--- config.mk ---
export PLATFORM = sky130hd
export DESIGN_NAME = master_port
export DESIGN_NICKNAME = d
export VERILOG_FILES = /design/src/rtl/bus_pkg.sv /design/src/rtl/piso_shifter.sv /design/src/rtl/master_port.sv
export SDC_FILE = /design/constraint.sdc
export NUM_CORES = 1
export LEC_CHECK = 0
export CORE_MARGIN = 2
export CORE_UTILIZATION = 50
export DETAILED_ROUTE_END_ITERATION = 10
export HOLD_SLACK_MARGIN = 0.08
export MAX_ROUTING_LAYER = met4
export PLACE_DENSITY = 0.78
export SKIP_LAST_GASP = 1
export SLEW_MARGIN = 25
export SYNTH_ARGS = -nofsm -noshare
export SYNTH_HDL_FRONTEND = slang
export SYNTH_SLANG_ARGS = --single-unit
--- constraint.sdc ---
create_clock -name clk -period 5.4 [get_ports clk]
set_input_delay 0.81 -clock clk [delete_from_list [all_inputs] [get_ports clk]]
set_output_delay 0.81 -clock clk [all_outputs]
set_load 0.005 [all_outputs]
--- src/rtl/bus_pkg.sv ---
// Shared types and helpers for the bit-serial system bus.
//   master_state_t : master port frame states
//   MODE_READ/WRITE: values carried on the bus mode wire
//   cnt_width()    : bit counter width able to hold max(a, b)
package bus_pkg;

    typedef enum logic [2:0] {
        IDLE,
        REQ,
        ADDR,
        WDATA,
        RWAIT,
        RDATA,
        DONE
    } master_state_t;

    localparam logic MODE_READ  = 1'b0;
    localparam logic MODE_WRITE = 1'b1;

    function automatic int unsigned cnt_width(input int unsigned a, input int unsigned b);
        return $clog2(((a > b) ? a : b) + 1);
    endfunction

endpackage

--- src/rtl/piso_shifter.sv ---
// Parallel-in, serial-out shifter, MSB first; zeros shift in from the LSB end.
//   clk, rstn : clock, synchronous active-low reset
//   load, din : parallel load (has priority over shift)
//   shift     : advance one bit
//   msb       : current head bit
module piso_shifter
    import bus_pkg::*;
#(
    parameter int unsigned WIDTH = 8
) (
    input  logic             clk,
    input  logic             rstn,
    input  logic             load,
    input  logic [WIDTH-1:0] din,
    input  logic             shift,
    output logic             msb
);

    logic [WIDTH-1:0] sr;

    always_ff @(posedge clk) begin
        if (!rstn) begin
            sr <= '0;
        end else if (load) begin
            sr <= din;
        end else if (shift) begin
            sr <= {sr[WIDTH-2:0], 1'b0};
        end
    end

    assign msb = sr[WIDTH-1];

endmodule

--- src/rtl/master_port.sv ---
// Bit-serial bus master: takes parallel client requests, serialises address
// then write data MSB first on wr_bus, and deserialises read data from rd_bus.
//   Client side : req_valid/req_ready/req_write/req_addr/req_wdata in,
//                 resp_valid/resp_err/resp_rdata out
//   Bus side    : mode/master_valid/wr_bus/master_ready out,
//                 rd_bus/slave_ready/slave_valid in
// Optional macro MASTER_TIMEOUT_EN: bounds REQ/RWAIT waits to TIMEOUT_CYCLES.
module master_port
    import bus_pkg::*;
#(
    parameter int unsigned ADDR_WIDTH     = 16,
    parameter int unsigned DATA_WIDTH     = 8,
    parameter int unsigned TIMEOUT_CYCLES = 64
) (
    input  logic                  clk,
    input  logic                  rstn,
    input  logic                  req_valid,
    output logic                  req_ready,
    input  logic                  req_write,
    input  logic [ADDR_WIDTH-1:0] req_addr,
    input  logic [DATA_WIDTH-1:0] req_wdata,
    output logic                  resp_valid,
    output logic                  resp_err,
    output logic [DATA_WIDTH-1:0] resp_rdata,
    output logic                  mode,
    output logic                  master_valid,
    output logic                  wr_bus,
    output logic                  master_ready,
    input  logic                  rd_bus,
    input  logic                  slave_ready,
    input  logic                  slave_valid
);

    localparam int unsigned CNT_W = cnt_width(ADDR_WIDTH, DATA_WIDTH);

    master_state_t    state;
    logic [CNT_W-1:0] cnt;
    logic             accept;
    logic             addr_last;
    logic             data_last;
    logic             addr_shift;
    logic             data_shift;
    logic             rd_shift;
    logic             addr_msb;
    logic             data_msb;
    logic             timeout;
    logic             finish;
    logic             finish_err;

    assign accept     = req_valid && req_ready;
    assign addr_last  = (cnt == CNT_W'(ADDR_WIDTH - 1));
    assign data_last  = (cnt == CNT_W'(DATA_WIDTH - 1));
    assign addr_shift = slave_ready && ((state == REQ) || (state == ADDR));
    assign data_shift = slave_ready && ((state == WDATA) ||
                        ((state == ADDR) && addr_last && (mode == MODE_WRITE)));
    assign rd_shift   = slave_valid && ((state == RWAIT) || (state == RDATA));

    // Address MSB goes straight to wr_bus on accept, so the shifter holds the
    // remaining bits and its head is always the next bit to present.
    piso_shifter #(.WIDTH(ADDR_WIDTH)) u_addr_sh (
        .clk   (clk),
        .rstn  (rstn),
        .load  (accept),
        .din   ({req_addr[ADDR_WIDTH-2:0], 1'b0}),
        .shift (addr_shift),
        .msb   (addr_msb)
    );

    // Data shifter advances on the last address bit so its head leads wr_bus.
    piso_shifter #(.WIDTH(DATA_WIDTH)) u_data_sh (
        .clk   (clk),
        .rstn  (rstn),
        .load  (accept),
        .din   (req_wdata),
        .shift (data_shift),
        .msb   (data_msb)
    );

`ifdef MASTER_TIMEOUT_EN
    localparam int unsigned WAIT_W = $clog2(TIMEOUT_CYCLES + 1);

    logic [WAIT_W-1:0] wait_cnt;

    // Consecutive cycles spent waiting for the handshake in REQ or RWAIT.
    always_ff @(posedge clk) begin
        if (!rstn) begin
            wait_cnt <= '0;
        end else if (((state == REQ) && !slave_ready) || ((state == RWAIT) && !slave_valid)) begin
            wait_cnt <= wait_cnt + WAIT_W'(1);
        end else begin
            wait_cnt <= '0;
        end
    end

    assign timeout = (wait_cnt == WAIT_W'(TIMEOUT_CYCLES - 1));
`else
    logic unused_timeout_cycles;

    assign unused_timeout_cycles = |TIMEOUT_CYCLES;
    assign timeout               = 1'b0;
`endif

    // Frame termination: normal completion, slave drop, or wait timeout.
    always_comb begin
        finish     = 1'b0;
        finish_err = 1'b0;
        case (state)
            REQ:     if (!slave_ready && timeout) begin finish = 1'b1; finish_err = 1'b1; end
            ADDR:    if (!slave_ready) begin finish = 1'b1; finish_err = 1'b1; end
            WDATA:   if (!slave_ready) begin finish = 1'b1; finish_err = 1'b1; end
                     else if (data_last) finish = 1'b1;
            RWAIT:   if (!slave_valid && timeout) begin finish = 1'b1; finish_err = 1'b1; end
            RDATA:   if (slave_valid && data_last) finish = 1'b1;
            default: ;
        endcase
    end

    // Frame sequencer with registered bus and client outputs.
    always_ff @(posedge clk) begin
        if (!rstn) begin
            state        <= IDLE;
            cnt          <= '0;
            req_ready    <= 1'b1;
            resp_valid   <= 1'b0;
            resp_err     <= 1'b0;
            resp_rdata   <= '0;
            mode         <= MODE_READ;
            master_valid <= 1'b0;
            wr_bus       <= 1'b0;
            master_ready <= 1'b0;
        end else begin
            if (rd_shift) begin
                resp_rdata <= {resp_rdata[DATA_WIDTH-2:0], rd_bus};
            end
            if (finish) begin
                state        <= DONE;
                cnt          <= '0;
                resp_valid   <= 1'b1;
                resp_err     <= finish_err;
                mode         <= MODE_READ;
                master_valid <= 1'b0;
                wr_bus       <= 1'b0;
                master_ready <= 1'b0;
            end else begin
                case (state)
                    IDLE: if (accept) begin
                        state        <= REQ;
                        cnt          <= '0;
                        req_ready    <= 1'b0;
                        mode         <= req_write;
                        master_valid <= 1'b1;
                        wr_bus       <= req_addr[ADDR_WIDTH-1];
                    end
                    REQ: if (slave_ready) begin
                        state  <= ADDR;
                        cnt    <= CNT_W'(1);
                        wr_bus <= addr_msb;
                    end
                    ADDR: if (addr_last) begin
                        cnt <= '0;
                        if (mode == MODE_WRITE) begin
                            state  <= WDATA;
                            wr_bus <= data_msb;
                        end else begin
                            state        <= RWAIT;
                            master_valid <= 1'b0;
                            wr_bus       <= 1'b0;
                            master_ready <= 1'b1;
                        end
                    end else begin
                        cnt    <= cnt + CNT_W'(1);
                        wr_bus <= addr_msb;
                    end
                    WDATA: begin
                        cnt    <= cnt + CNT_W'(1);
                        wr_bus <= data_msb;
                    end
                    RWAIT: if (slave_valid) begin
                        state <= RDATA;
                        cnt   <= CNT_W'(1);
                    end
                    RDATA: if (slave_valid) begin
                        cnt <= cnt + CNT_W'(1);
                    end
                    DONE: begin
                        state      <= IDLE;
                        resp_valid <= 1'b0;
                        resp_err   <= 1'b0;
                        req_ready  <= 1'b1;
                    end
                    default: state <= IDLE;
                endcase
            end
        end
    end

endmodule

* Word-level counts from Yosys, hierarchy flattened
Index checks and enable logic that the tools add are counted.
W data, S select, Z words.
** Operators by class
- Add/subtract/negate cells :: 1
- Equality and inequality tests :: 19
- Multiplexer cells :: 37
- Bitwise gates (word level) :: 4
- Reduce and logical (&&, ||, !) cells :: 29
** Operators with widths (number)
- $mux W16 :: 2
- $pmux W5 S6 :: 1
- $mux W5 :: 5
- $mux W3 :: 6
- $mux W1 :: 16
- $mux W8 :: 2
- $pmux W3 S5 :: 1
- $reduce_and A5 Y1 :: 3
- $ne A2 B2 Y1 const B :: 6
- $ne A3 B3 Y1 const B :: 4
- $reduce_bool A2 Y1 :: 5
- $eq A3 B3 Y1 const B :: 3
- $reduce_and A3 Y1 :: 3
- $logic_and A1 B1 Y1 :: 7
- $eq A3 B2 Y1 const B :: 2
- $reduce_bool A6 Y1 :: 1
- $reduce_or A2 Y1 :: 3
- $add A5 B1 Y5 const B :: 1
- $eq A5 B3 Y1 const B :: 1
- $eq A5 B4 Y1 const B :: 1
- $not A1 Y1 :: 4
- $pmux W1 S2 :: 2
- $pmux W1 S4 :: 1
- $reduce_and A4 Y1 :: 1
- 7 further kinds :: 9
** Word-level totals
- Flip-flop bits (word level) :: 46
- Logic and storage cells :: 103

* Logic depth before layout (Yosys ltp)
- Depth after elaboration :: 7
- Gate-level depth with buffers :: 10
- Depth with buffers taken out :: 9

* Cells and area by module
From an unflattened synthesis, not the netlist that was laid out.
** Second synthesis, totals
- Cell total of the unflattened synthesis :: 250
- Area total of the unflattened synthesis :: 2478.6 um^2
** By module, submodules not included
- master_port :: times used 1, cells an instance 145, area an instance 1217.4 um^2, seq. area each 460.4 um^2
- piso_shifter at u_addr_sh :: times used 1, cells an instance 70, area an instance 842.1 um^2, seq. area each 320.3 um^2
- piso_shifter at u_data_sh :: times used 1, cells an instance 35, area an instance 419.2 um^2, seq. area each 160.2 um^2

* Least setup slack after synthesis
Ideal clock, no wire load.
- Path kind :: reg2reg
- Start :: reg cnt[0]
- End :: reg u_data_sh.sr[5]
- Arrival :: 1.720 ns
- Required time :: 5.284 ns
- Setup slack :: 3.564 ns
- Cell stages (with the launch flop) :: 11
- Period minus slack after synthesis :: 1.836 ns
- Path through :: dfxtp_1 > ha_1 > nand3_1 > inv_1 > ha_1 > a21oi_1 > nor2_1 > a21o_1 > buf_2 > nand3_1 > o211a_1
** On the way
- Cells in the longest elaborated chain, start to end :: 6
** RTL lines
- start, declared :: line master_port.sv:37 : logic [CNT_W-1:0] cnt;
- start signal, assigned :: line master_port.sv:171 : cnt <= cnt + CNT_W'(1);
- start signal, assigned :: line master_port.sv:175 : cnt <= cnt + CNT_W'(1);
- start signal, assigned :: line master_port.sv:183 : cnt <= cnt + CNT_W'(1);
- $eq A5 B4 Y1 :: line master_port.sv:51 : assign addr_last = (cnt == CNT_W'(ADDR_WIDTH - 1));
- $logic_and A1 B1 Y1 (2 in a row) :: line master_port.sv:55 : ((state == ADDR) && addr_last && (mode == MODE_WRITE)));
- $logic_or A1 B1 Y1 :: line master_port.sv:54 : assign data_shift = slave_ready && ((state == WDATA) ||
- $logic_and A1 B1 Y1 :: line master_port.sv:54
- $reduce_bool A2 Y1 (no source line)
- end signal, assigned :: line piso_shifter.sv:25 : sr <= din;
- end signal, assigned :: line piso_shifter.sv:27 : sr <= {sr[WIDTH-2:0], 1'b0};
- end, declared :: line piso_shifter.sv:19 : logic [WIDTH-1:0] sr;
No other way between the ends.
A chain may end at the register's enable or synchronous reset.

* Worst setup path after layout
- Start :: in req_valid
- End :: reg cnt[3]
** On the way
- Cells in the longest elaborated chain, start to end :: 3
** RTL lines
- start, declared :: line master_port.sv:17 : input logic req_valid,
- $logic_and A1 B1 Y1 :: line master_port.sv:50 : assign accept = req_valid && req_ready;
- $ne A2 B2 Y1 (no source line)
- $reduce_and A5 Y1 (no source line)
No other way between the ends.

==> flow_metrics.py <==
metrics = {
    "finish": {
        "mostFrequentLayoutCells": "66 x nand2_1, 46 x dfxtp_1, 45 x clkdlybuf4s50_1",
        "nFillCells": 401,
        "final_area_um2": 2793,
        "area.growth.synth_to_final_pct": 24.90,
        "layout.area.seq_um2": 920.9,
        "nNetsFinal": 343,
        "drive_gt1_frac": 0.05161,
        "antenna_cells": 0,
        "layout_commonest_cell": "nand2_1",
        "multiInputGateArea_um2": 1220,
    },
    "critical_path": {
        "critical_path.slowest_cell": "or4_1",
        "arrival_ps": 2650,
        "max_stage_delay_ps": 530,
        "worstSetupPathType": "in -> reg",
        "cp-start-kind": "input port",
        "critical_path.cell_chain": "clkdlybuf4s50_1 > and2_2 > a21oi_4 > or4_1 > a21oi_1",
        "cp_max_fo": 29,
        "crit_buf_inv": 1,
        "endpoint_kind": "flip-flop",
        "critPathTopFamily": "simple AND/OR/NAND/NOR gates",
        "worstPathRequired_ps": 5630,
    },
    "clock_network": {
        "postCtsSetupRepairBufs": 0,
        "cts_resized": 0,
        "numCtsBuffers": 5,
        "cts_tree": "built",
        "ctsHoldBuffers": 0,
        "cts_root_buffer": "clkbuf_8",
        "path_clk_slew_ps": 80,
        "clock-sinks": 46,
        "clock_path_buffers": 2,
        "h-tree-depth": 2,
        "clock_latency_ps": 300,
    },
    "synthesis": {
        "syn-num-nets": 308,
        "synth-seq-area-share": 0.4119,
        "synthSimpleGateAreaFrac": 0.2692,
        "synth_compound_area_frac": 0.2457,
        "avgSynthCellArea_um2": 8.160,
        "synth_top_family_by_area": "simple AND/OR/NAND/NOR gates",
        "syn_inst": 274,
        "synth_area_um2": 2236,
        "synth.distinct_cells": 44,
        "yosys_warnings": 0,
        "synthArstFlopShare": 0,
        "synth-xor-area-share": 0.003917,
        "synth_fa_ha_area_frac": 0.01679,
        "synth-seq-cells": 46,
        "synth_flop_cell": "dfxtp_1",
        "synth_edf_count": 0,
        "muxShareOfSynthArea": 0.004477,
    },
    "global_routing": {
        "grtUsageMet2": 0.3146,
        "use_met1": 0.2480,
        "grt_max_degree": 38,
        "grt_use_met3": 0.03561,
        "grt_pass1_wl_um": 7790,
        "grt.overflow.total": 0,
        "first_global_vias": 1770,
        "grt-busiest-layer": "met2",
        "grt_use_total": 0.1964,
        "antenna_found_initial": 0,
    },
    "detailed_routing": {
        "avgRoutedWirePerCell_um": 12.59,
        "drt_first_iter_violations": 103,
        "vias_per_cell": 5.530,
        "vias": 2002,
        "drtPass1Iterations": 4,
        "drc": 0,
        "routed_wl_um": 4556,
        "drtAntennaViolNets": 0,
    },
    "timing": {
        "timing.slew.headroom": 0.4948,
        "finalSetupTns_ps": 0,
        "period_share": 0.4489,
        "fin_skew_ps": 5.673,
        "max_freq_mhz": 412.5,
        "rsz0062_at_grt": "no",
        "worstMarginPinSlew_ps": 756.0,
        "setup_viol": 0,
        "min_period_ps": 2424,
        "maxSlewViolCount": 0,
        "hold_viol": 0,
    },
    "placed_design": {
        "place.gp.congestion": 0.8033,
        "place_area_um2": 2678,
        "dp_hpwl_um": 3062,
        "port_buffers": 45,
    },
    "outcome": {
        "outcome": "completed",
    },
    "power_and_ir_drop": {
        "p_int_uw": 582.8,
        "p_sw_frac": 0.2656,
        "vdd.ir_drop.worst_mv": 0.1621,
        "p_sw_uw": 210.8,
        "p_clk_frac": 0.315,
        "p_leak_uw": 0.001234,
        "powerDensity_nw_per_um2": 284.2,
        "comb_power_share": 0.193,
        "sequentialPowerShare": 0.492,
    },
    "floorplan": {
        "io-pin-count": 46,
        "initial_core_util": 0.5171,
        "dieHeight_um": 70.87,
        "core_area_um2": 4324,
        "die_area_um2": 5023,
        "fp.dieW_um": 70.87,
        "rows": 24,
    },
    "job": {
        "max_cap_violations": 0,
    },
    "hold_path": {
        "hold_class": "reg -> reg",
    },
}
==> through the flow <==
stage	worst slack, ps	std cells	power (uW)	util	hold slack [ps]
2_1_floorplan	3564	274	501.6	-	460.0
3_3_place_gp	2339	354	547.7	0.6192	450.8
3_5_place_dp	2312	354	550.5	0.6192	464.0
4_1_cts	2593	362	797.8	0.6438	475.5
5_1_grt	2828	362	835.3	0.6458	499.5
6_report	2976	362	793.5	0.6458	472.6
==> cell families (layout without fill, tap and decap cells) <==
family | after synthesis | after routing
buf+inv | 24 | 60
simple gates | 128 | 128
fa+ha+maj | 3 | 3
mux | 1 | 1
compound gates | 71 | 71
xor+xnor | 1 | 1
flops | 46 | 46
==> path summary, 6_finish.rpt <==
check                              startpoint               to  slack, ps  cells past startpoint
worst max-delay path                req_valid           cnt[3]       2980                      5
worst min register to register  resp_rdata[7]    resp_rdata[7]        470                      2
worst max register to register         cnt[0]  u_data_sh.sr[1]       3160                      9
worst min-delay path            resp_rdata[7]    resp_rdata[7]        470                      2
==> layout make-up <==
class | count | share of cell area
flip-flops and latches | 46 | 0.3297
multi-input cells | 204 | 0.4368
well taps | 52 | 0.02330
inverters | 6 | 0.008065
repair buffers | 46 | 0.1640
clock buffers | 7 | 0.02733
clock inverters | 1 | 0.01075
==> power by group through the flow <==
stage	Combinational (uW)	Clock (uW)	Sequential [uW]
3_3_place_gp	150	0	397
6_report	153	250	390
2_1_floorplan	113	0	389
4_1_cts	154	254	390
5_1_grt	172	269	395
3_5_place_dp	152	0	398
==> state kept, by name, indices dropped and copies added (netlist names) <==
register and count:
u_addr_sh.sr 15, state 3, resp_rdata 8, resp_err 1, resp_valid 1, master_valid 1, wr_bus 1, mode 1
master_ready 1, u_data_sh.sr 8, req_ready 1, cnt 5
==> layer usage <==
| metal | part of all wire | up-vias | routed length [um] |
|---|---|---|---|
| li1 | - | 1025 | - |
| met1 | 0.46 | 930 | 2117 |
| met2 | 0.48 | 41 | 2193 |
| met3 | 0.042 | 6 | 191 |
| met4 | 0.012 | 0 | 54 |
| met5 | 0 | - | 0 |
==> worst register-to-register path: stages, from the launching register on <==
cell and delay (ps):
dfxtp_1 400, ha_1 240, nand3_1 120, inv_1 70, ha_1 250, a21oi_1 100, nor2_1 240, a21o_1 430
o211ai_1 160, o211a_1 140
==> Yosys cell counts, types with 2 or more instances <==
cell | number | area share
nand2_1 | 66 | 0.11
dfxtp_1 | 46 | 0.41
nand3_1 | 22 | 0.049
o211a_1 | 21 | 0.094
nor2_1 | 15 | 0.025
a21boi_0 | 12 | 0.040
a21oi_1 | 11 | 0.025
o21ai_0 | 10 | 0.022
clkbuf_1 | 9 | 0.015
nand2b_1 | 7 | 0.020
inv_1 | 6 | 0.010
buf_2 | 5 | 0.011
and2_1 | 4 | 0.011
a31oi_1 | 3 | 0.0084
ha_1 | 3 | 0.017
and3_1 | 2 | 0.0056
buf_1 | 2 | 0.0034
nand2_2 | 2 | 0.0056
nor2b_1 | 2 | 0.0056
o211ai_1 | 2 | 0.0067
No activity file was read; power rests on OpenSTA's default activity.
